--- src/rtl/uart_rx.sv ---
// rtl/uart_rx.sv - 8N1 asynchronous serial receiver with a one-entry valid/ready holding register
// Framing and overrun errors are reported as single-cycle pulses.
module uart_rx #(
  parameter int CLKS_PER_BIT = 625
) (
  input  logic       clk,
  input  logic       rst,
  input  logic       rxd,
  output logic [7:0] rx_data,
  output logic       rx_valid,
  input  logic       rx_ready,
  output logic       frame_err,
  output logic       overrun
);

  localparam int HALF_BIT = (CLKS_PER_BIT - 1) / 2;
  localparam int CW       = $clog2(CLKS_PER_BIT);
  localparam logic [CW-1:0] HALF_CNT = CW'(HALF_BIT);
  localparam logic [CW-1:0] LAST_CNT = CW'(CLKS_PER_BIT - 1);

  typedef enum logic [2:0] {
    IDLE  = 3'd0,
    START = 3'd1,
    DATA  = 3'd2,
    STOP  = 3'd3,
    BREAK = 3'd4
  } state_t;

  state_t        state_q, state_d;
  logic [CW-1:0] cnt_q, cnt_d;
  logic [2:0]    bit_idx_q, bit_idx_d;
  logic [7:0]    shift_q, shift_d;
  logic [7:0]    rx_data_q, rx_data_d;
  logic          rx_valid_q, rx_valid_d;
  logic          frame_err_q, frame_err_d;
  logic          overrun_q, overrun_d;
  logic          rxd_meta_q, rxd_meta_d;
  logic          rxd_s_q, rxd_s_d;

  always_ff @(posedge clk) begin
    if (rst) begin
      state_q     <= IDLE;
      cnt_q       <= '0;
      bit_idx_q   <= '0;
      shift_q     <= '0;
      rx_data_q   <= '0;
      rx_valid_q  <= 1'b0;
      frame_err_q <= 1'b0;
      overrun_q   <= 1'b0;
      rxd_meta_q  <= 1'b1;
      rxd_s_q     <= 1'b1;
    end else begin
      state_q     <= state_d;
      cnt_q       <= cnt_d;
      bit_idx_q   <= bit_idx_d;
      shift_q     <= shift_d;
      rx_data_q   <= rx_data_d;
      rx_valid_q  <= rx_valid_d;
      frame_err_q <= frame_err_d;
      overrun_q   <= overrun_d;
      rxd_meta_q  <= rxd_meta_d;
      rxd_s_q     <= rxd_s_d;
    end
  end

  always_comb begin
    rxd_meta_d  = rxd;
    rxd_s_d     = rxd_meta_q;
    state_d     = state_q;
    cnt_d       = cnt_q + CW'(1);
    bit_idx_d   = bit_idx_q;
    shift_d     = shift_q;
    rx_data_d   = rx_data_q;
    rx_valid_d  = rx_valid_q;
    frame_err_d = 1'b0;
    overrun_d   = 1'b0;

    if (rx_valid_q && rx_ready) begin
      rx_valid_d = 1'b0;
    end

    unique case (state_q)
      IDLE: begin
        cnt_d = '0;
        if (!rxd_s_q) begin
          state_d = START;
        end
      end
      START: begin
        if (cnt_q == HALF_CNT) begin
          cnt_d = '0;
          if (!rxd_s_q) begin
            state_d   = DATA;
            bit_idx_d = '0;
          end else begin
            state_d = IDLE;
          end
        end
      end
      DATA: begin
        if (cnt_q == LAST_CNT) begin
          cnt_d     = '0;
          shift_d   = {rxd_s_q, shift_q[7:1]};
          bit_idx_d = bit_idx_q + 3'd1;
          if (bit_idx_q == 3'd7) begin
            state_d = STOP;
          end
        end
      end
      STOP: begin
        if (cnt_q == LAST_CNT) begin
          cnt_d = '0;
          if (rxd_s_q) begin
            // Leaving at mid-stop-bit lets a back-to-back start edge be caught.
            state_d = IDLE;
            if (!rx_valid_q || rx_ready) begin
              rx_data_d  = shift_q;
              rx_valid_d = 1'b1;
            end else begin
              overrun_d = 1'b1;
            end
          end else begin
            state_d     = BREAK;
            frame_err_d = 1'b1;
          end
        end
      end
      BREAK: begin
        cnt_d = '0;
        if (rxd_s_q) begin
          state_d = IDLE;
        end
      end
      default: begin
        state_d = IDLE;
        cnt_d   = '0;
      end
    endcase
  end

  assign rx_data   = rx_data_q;
  assign rx_valid  = rx_valid_q;
  assign frame_err = frame_err_q;
  assign overrun   = overrun_q;

endmodule

--- config.mk ---
export PLATFORM = sky130hd
export DESIGN_NAME = uart_rx
export DESIGN_NICKNAME = d
export VERILOG_FILES = /design/src/rtl/uart_rx.sv
export SDC_FILE = /design/constraint.sdc
export NUM_CORES = 1
export LEC_CHECK = 0
export ABC_AREA = 1
export BUFFER_PORTS_ARGS = -buffer_cell sky130_fd_sc_hd__clkbuf_2
export CORE_MARGIN = 2
export CORE_UTILIZATION = 45
export DETAILED_ROUTE_END_ITERATION = 8
export PLACE_DENSITY_LB_ADDON = 0.3
export SYNTH_ARGS = -nofsm -noshare
export SYNTH_HDL_FRONTEND = slang
export SYNTH_SLANG_ARGS = --single-unit
--- constraint.sdc ---
create_clock -name clk -period 2.2 [get_ports clk]
set_input_delay 0.44 -clock clk [delete_from_list [all_inputs] [get_ports clk]]
set_output_delay 0.44 -clock clk [all_outputs]
set_load 0.005 [all_outputs]
* Word level (Yosys, flattened, before mapping)
Index checks and enable logic that the tools add are counted.
Word-level totals: register bits after elaboration 37, output and inout port bits 11, input port bits 4
Operators by class: muxes and demuxes 23, reductions and logical operators 12, add/subtract/negate cells 2, bitwise gates (word level) 3, equal/unequal tests 14
Operator list (count):
- two-way mux 3 bit | 10
- two-way mux 10 bit | 2
- one-hot mux 10 bit (2 select lines) | 1
- one-hot mux 3 bit (5 select lines) | 1
- != test 2 bit (second input constant) | 7
- adder 10 x 1 -> 10 bit (second input constant) | 1
- equality test 10 bit (second input constant) | 1
- equality test 10 x 9 -> 1 bit (second input constant) | 1
- AND reduction 4 bit | 2
- two-way mux 1 bit | 7
- equality test 3 x 2 -> 1 bit (second input constant) | 2
- equality test 3 bit (second input constant) | 2
- one-hot mux 3 bit (2 select lines) | 1
- AND reduction 6 bit | 1
- OR reduction 4 bit | 1
- adder 3 x 1 -> 3 bit (second input constant) | 1
- equality test 3 x 1 -> 1 bit (second input constant) | 1
- zero test 3 bit | 1
- NOT 1 bit | 3
- OR reduction 3 bit | 1
- two-way mux 2 bit | 1
- AND reduction 2 bit | 1
- nonzero test 2 bit | 1
- OR reduction 2 bit | 1
- 3 further kinds | 3

* Logic depth before layout (Yosys ltp)
word-level depth 6, gate-level depth with buffers 11, depth with buffers taken out 11

* Worst setup path after synthesis
No wires, ideal clock.
path kind reg-to-reg, start point reg cnt_q[0], end point reg rx_data_q[1] (netlist: rx_data[1]), cell stages (with the launch flop) 11, arrival 1.215 ns, period minus slack after synthesis 1.328 ns, setup slack 0.872 ns, path through dfxtp_1 -> inv_1 -> ha_1 -> nand2_1 -> nor2_1 -> nand2_2 -> inv_2 -> nand3_4 -> clkinv_4 -> o21ai_1 -> nor2_1
On the way: word-level cells in the longest chain between the ends 2
Ends and longest elaborated chain:
- start, declared | RTL line 30 | logic [CW-1:0] cnt_q, cnt_d;
- start signal, assigned | RTL line 54 | cnt_q <= cnt_d;
- equality test 10 bit | RTL line 111 | if (cnt_q == LAST_CNT) begin
- AND reduction 4 bit (no source line)
- end signal, assigned | RTL line 57 | rx_data_q <= rx_data_d;
- end, declared | RTL line 33 | logic [7:0] rx_data_q, rx_data_d;
Every way passes these cells. A chain may end at the register's enable or synchronous reset.

* Worst setup path in the final report
start point reg cnt_q[0], end point reg shift_q[7]
On the way: word-level cells in the longest chain between the ends 2
Ends and longest elaborated chain:
- equality test 10 bit | RTL line 101 | if (cnt_q == LAST_CNT) begin
- AND reduction 2 bit (no source line)
- end signal, assigned | RTL line 56 | shift_q <= shift_d;
- end, declared | RTL line 32 | logic [7:0] shift_q, shift_d;
Every way passes these cells.

==> flow_summary.yaml <==
clock_tree:
  postCtsHoldBufs: 0
  clock_tree_from_tritoncts: "yes"
  ctsHtreeMaxLevel: 2
  clkSlewWorstSetupHoldPaths_ps: 120
  tritoncts.num_buffers: 5
  clock_tree.buffer_depth: 2
  worst_skew_pair.late_latency_ps: 360
  cts-root-buf: "sky130_fd_sc_hd__clkbuf_4"
  numClockSinks: 37
  setup_bufs_post_cts: 0
  ctsResizeCount: 0
global_route:
  grt_start_max_net_pins: 21
  first_global_vias: 1125
  grt_use_total_pct: 15.4
  antenna_violations_before_repair: 0
  grt_first_pass_wirelength_um: 4810
  overflow: 0
sta:
  maximum_achievable_frequency_mhz: 669
  finalMaxSlewViolations: 0
  worst_margin_pin_slew_ps: 524
  finalWorstPathRequiredPeriod_ps: 1490
  worst_slack_ps: 706
  grt_setup_unrepaired: "false"
  final_report_setup_violation_count: 0
  slew-limit-headroom_pct: 65.0
  final-hold-violation-count: 0
  setup_tns_ps: 0
  fin_worst_skew_ps: 7.45
  timing.final.crit_share_pct: 67.9
  fin_worst_hold_slack_ps: 258
detailed_routing:
  vias: 1260
  detail_route.first_pass.iterations: 4
  routed_wl_um: 2700
  ant_nets: 0
  post_drt_via_cell_ratio: 4.67
  drt_iter0_drc: 49
  drc: 0
  post_drt_wl_per_cell_um: 9.98
pwr:
  p_per_area_mw_per_mm2: 772
  power.internal_mw: 1.01
  p_clk_share_pct: 36.8
  seq_power_share_pct: 51.3
  power_mw: 1.38
  power_frac_comb_pct: 11.9
  vdd_drop_max_mv: 0.437
  switching_share_pct: 26.6
  power_leakage_nw: 0.825
  switchingPower_mw: 0.368
final_layout:
  num_antenna_cells: 0
  final_layout_size_suffix_gt1_share_pct: 20.5
  syn_to_final_growth_pct: 12.9
  final_nets: 231
  n_fill_cell: 366
  layout.core_utilization_pct: 53.2
  final_cell_mix: "sky130_fd_sc_hd__nor2_1 (50), sky130_fd_sc_hd__dfxtp_1 (37), sky130_fd_sc_hd__nand2_1 (23)"
  layout_commonest_cell: "sky130_fd_sc_hd__nor2_1"
floorplanning:
  die_height_um: 63.4
  fp.dieArea_mm2: 0.00402
  ioPinCount: 15
  initial_core_util_pct: 47.2
  floorplan.rows: 21
  design.core.area_mm2: 0.00336
  chipWidth_um: 63.4
run_status:
  run_status: "complete, no violations"
synth:
  yosysWarnings: 0
  yosys.area.top_type_share_pct: 46.7
  synth_top_cell_by_area: "sky130_fd_sc_hd__dfxtp_1"
  synth_top_cells_by_area: "sky130_fd_sc_hd__dfxtp_1 (47%), sky130_fd_sc_hd__nor2_1 (12%), sky130_fd_sc_hd__nand2_1 (5.4%)"
  synth_area_mm2: 0.00159
  synthesis.instances: 205
  synth.net_count: 213
  postSynthAreaPerCell_um2: 7.74
  synth.ff_latch_count: 37
  synth.lib_cells_used.distinct: 28
  synth_seq_area_share_pct: 46.7
worst_setup_path:
  endpoint_class_of_the_critical_path: "register"
  start_kind: "register"
  ff2ff_path_depth: 9
  crit_chain: "inv_1, ha_1, nand2_1, nor2_1, nand2_2, nor2_2, buf_4, o21ai_0, a21oi_1"
  critical_path_peak_fanout: 8
  max_stage_delay_ps: 350
  timing.critical_path.required_ps: 2490
  critical_path_class: "reg -> reg"
  critical_path_arrival_ps: 1790
  crit_path_top_delay_cell: "sky130_fd_sc_hd__dfxtp_1"
placed_design:
  gp_congestion: 0.898
  portBuffers: 14
  dpl.hpwl_um: 1950
  pre_cts_slack_ps: 722
min_path:
  min_delay_worst_type: "in -> reg"
  whs_path_depth: 2
job:
  maxCapViolCount: 0
metrics by stage:
step | instances | area, um^2
floorplan | 205 | 1590
global placement | 262 | 1700
detailed placement | 262 | 1700
CTS | 270 | 1790
global route | 270 | 1790
finish | 270 | 1790
state kept, by name, summed over array words and instances (netlist names):
signal	count
bit_idx_q	3
rx_valid	1
shift_q	8
rxd_meta_q	1
frame_err	1
cnt_q	10
overrun	1
rx_data	8
state_q	3
rxd_s_q	1
critical path: cells and delay by family, from the launching register on:
kind                     cells  cell delay [ps]
AO/OA/AOI/OAI                2              210
adder cells (fa/ha/maj)      1              150
AND/OR/NAND/NOR              4              460
flip-flops                   1              350
buffers and inverters        2              250
routing by layer:
metal  global-route usage [%]  routed length, um
met1                     19.1               1360
met2                     22.5               1150
met3                     5.89                114
met4                     8.97                 68
met5                        0                  0
kinds of logic after synthesis:
family / share of synthesized area, %
adders and majority gates: 3.15
xor gates and xnor gates: 2.76
AOI/OAI and AO/OA: 9.54
and+or+nand+nor: 31.1
DFF: 46.7
buffers and inverters: 6.78
cells in the mapped netlist (all sizes together):
| cell type | instances |
|---|---|
| nor3 | 7 |
| or2 | 3 |
| o21ai | 21 |
| nor3b | 1 |
| dfxtp | 37 |
| ha | 4 |
| clkinv | 1 |
| buf | 3 |
| and2 | 1 |
| nand4 | 1 |
| nand3 | 9 |
| nand2 | 29 |
| a21oi | 7 |
| clkbuf | 1 |
| nand3b | 1 |
| inv | 21 |
| xor2 | 5 |
| nor2 | 53 |
path summary, 6_finish.rpt:
check / from / to / slack [ps]
worst max-delay path: cnt_q[0] / shift_q[7] / 710
worst min-delay path: rxd / rxd_meta_q / 260
worst max register to register: cnt_q[0] / shift_q[7] / 710
worst min register to register: rxd_meta_q / rxd_s_q / 420
cell type report:
| cell class | count | area (um^2) | share of cell area [%] |
|---|---|---|---|
| multi-input cells | 142 | 738 | 41.2 |
| well taps | 46 | 57.6 | 3.21 |
| clock buffers | 6 | 51.3 | 2.87 |
| flip-flops and latches | 37 | 741 | 41.4 |
| repair buffers | 15 | 77.6 | 4.33 |
| inverters | 22 | 87.6 | 4.89 |
| clock inverters | 2 | 37.5 | 2.10 |
power by group through the flow:
stage	Sequential [mW]	Clock, mW	Combinational (mW)
floorplan	0.720	0	0.142
global placement	0.724	0	0.165
detailed placement	0.725	0	0.164
CTS	0.709	0.528	0.164
global route	0.713	0.548	0.186
finish	0.710	0.508	0.164
(Power assumes the default switching activity.)
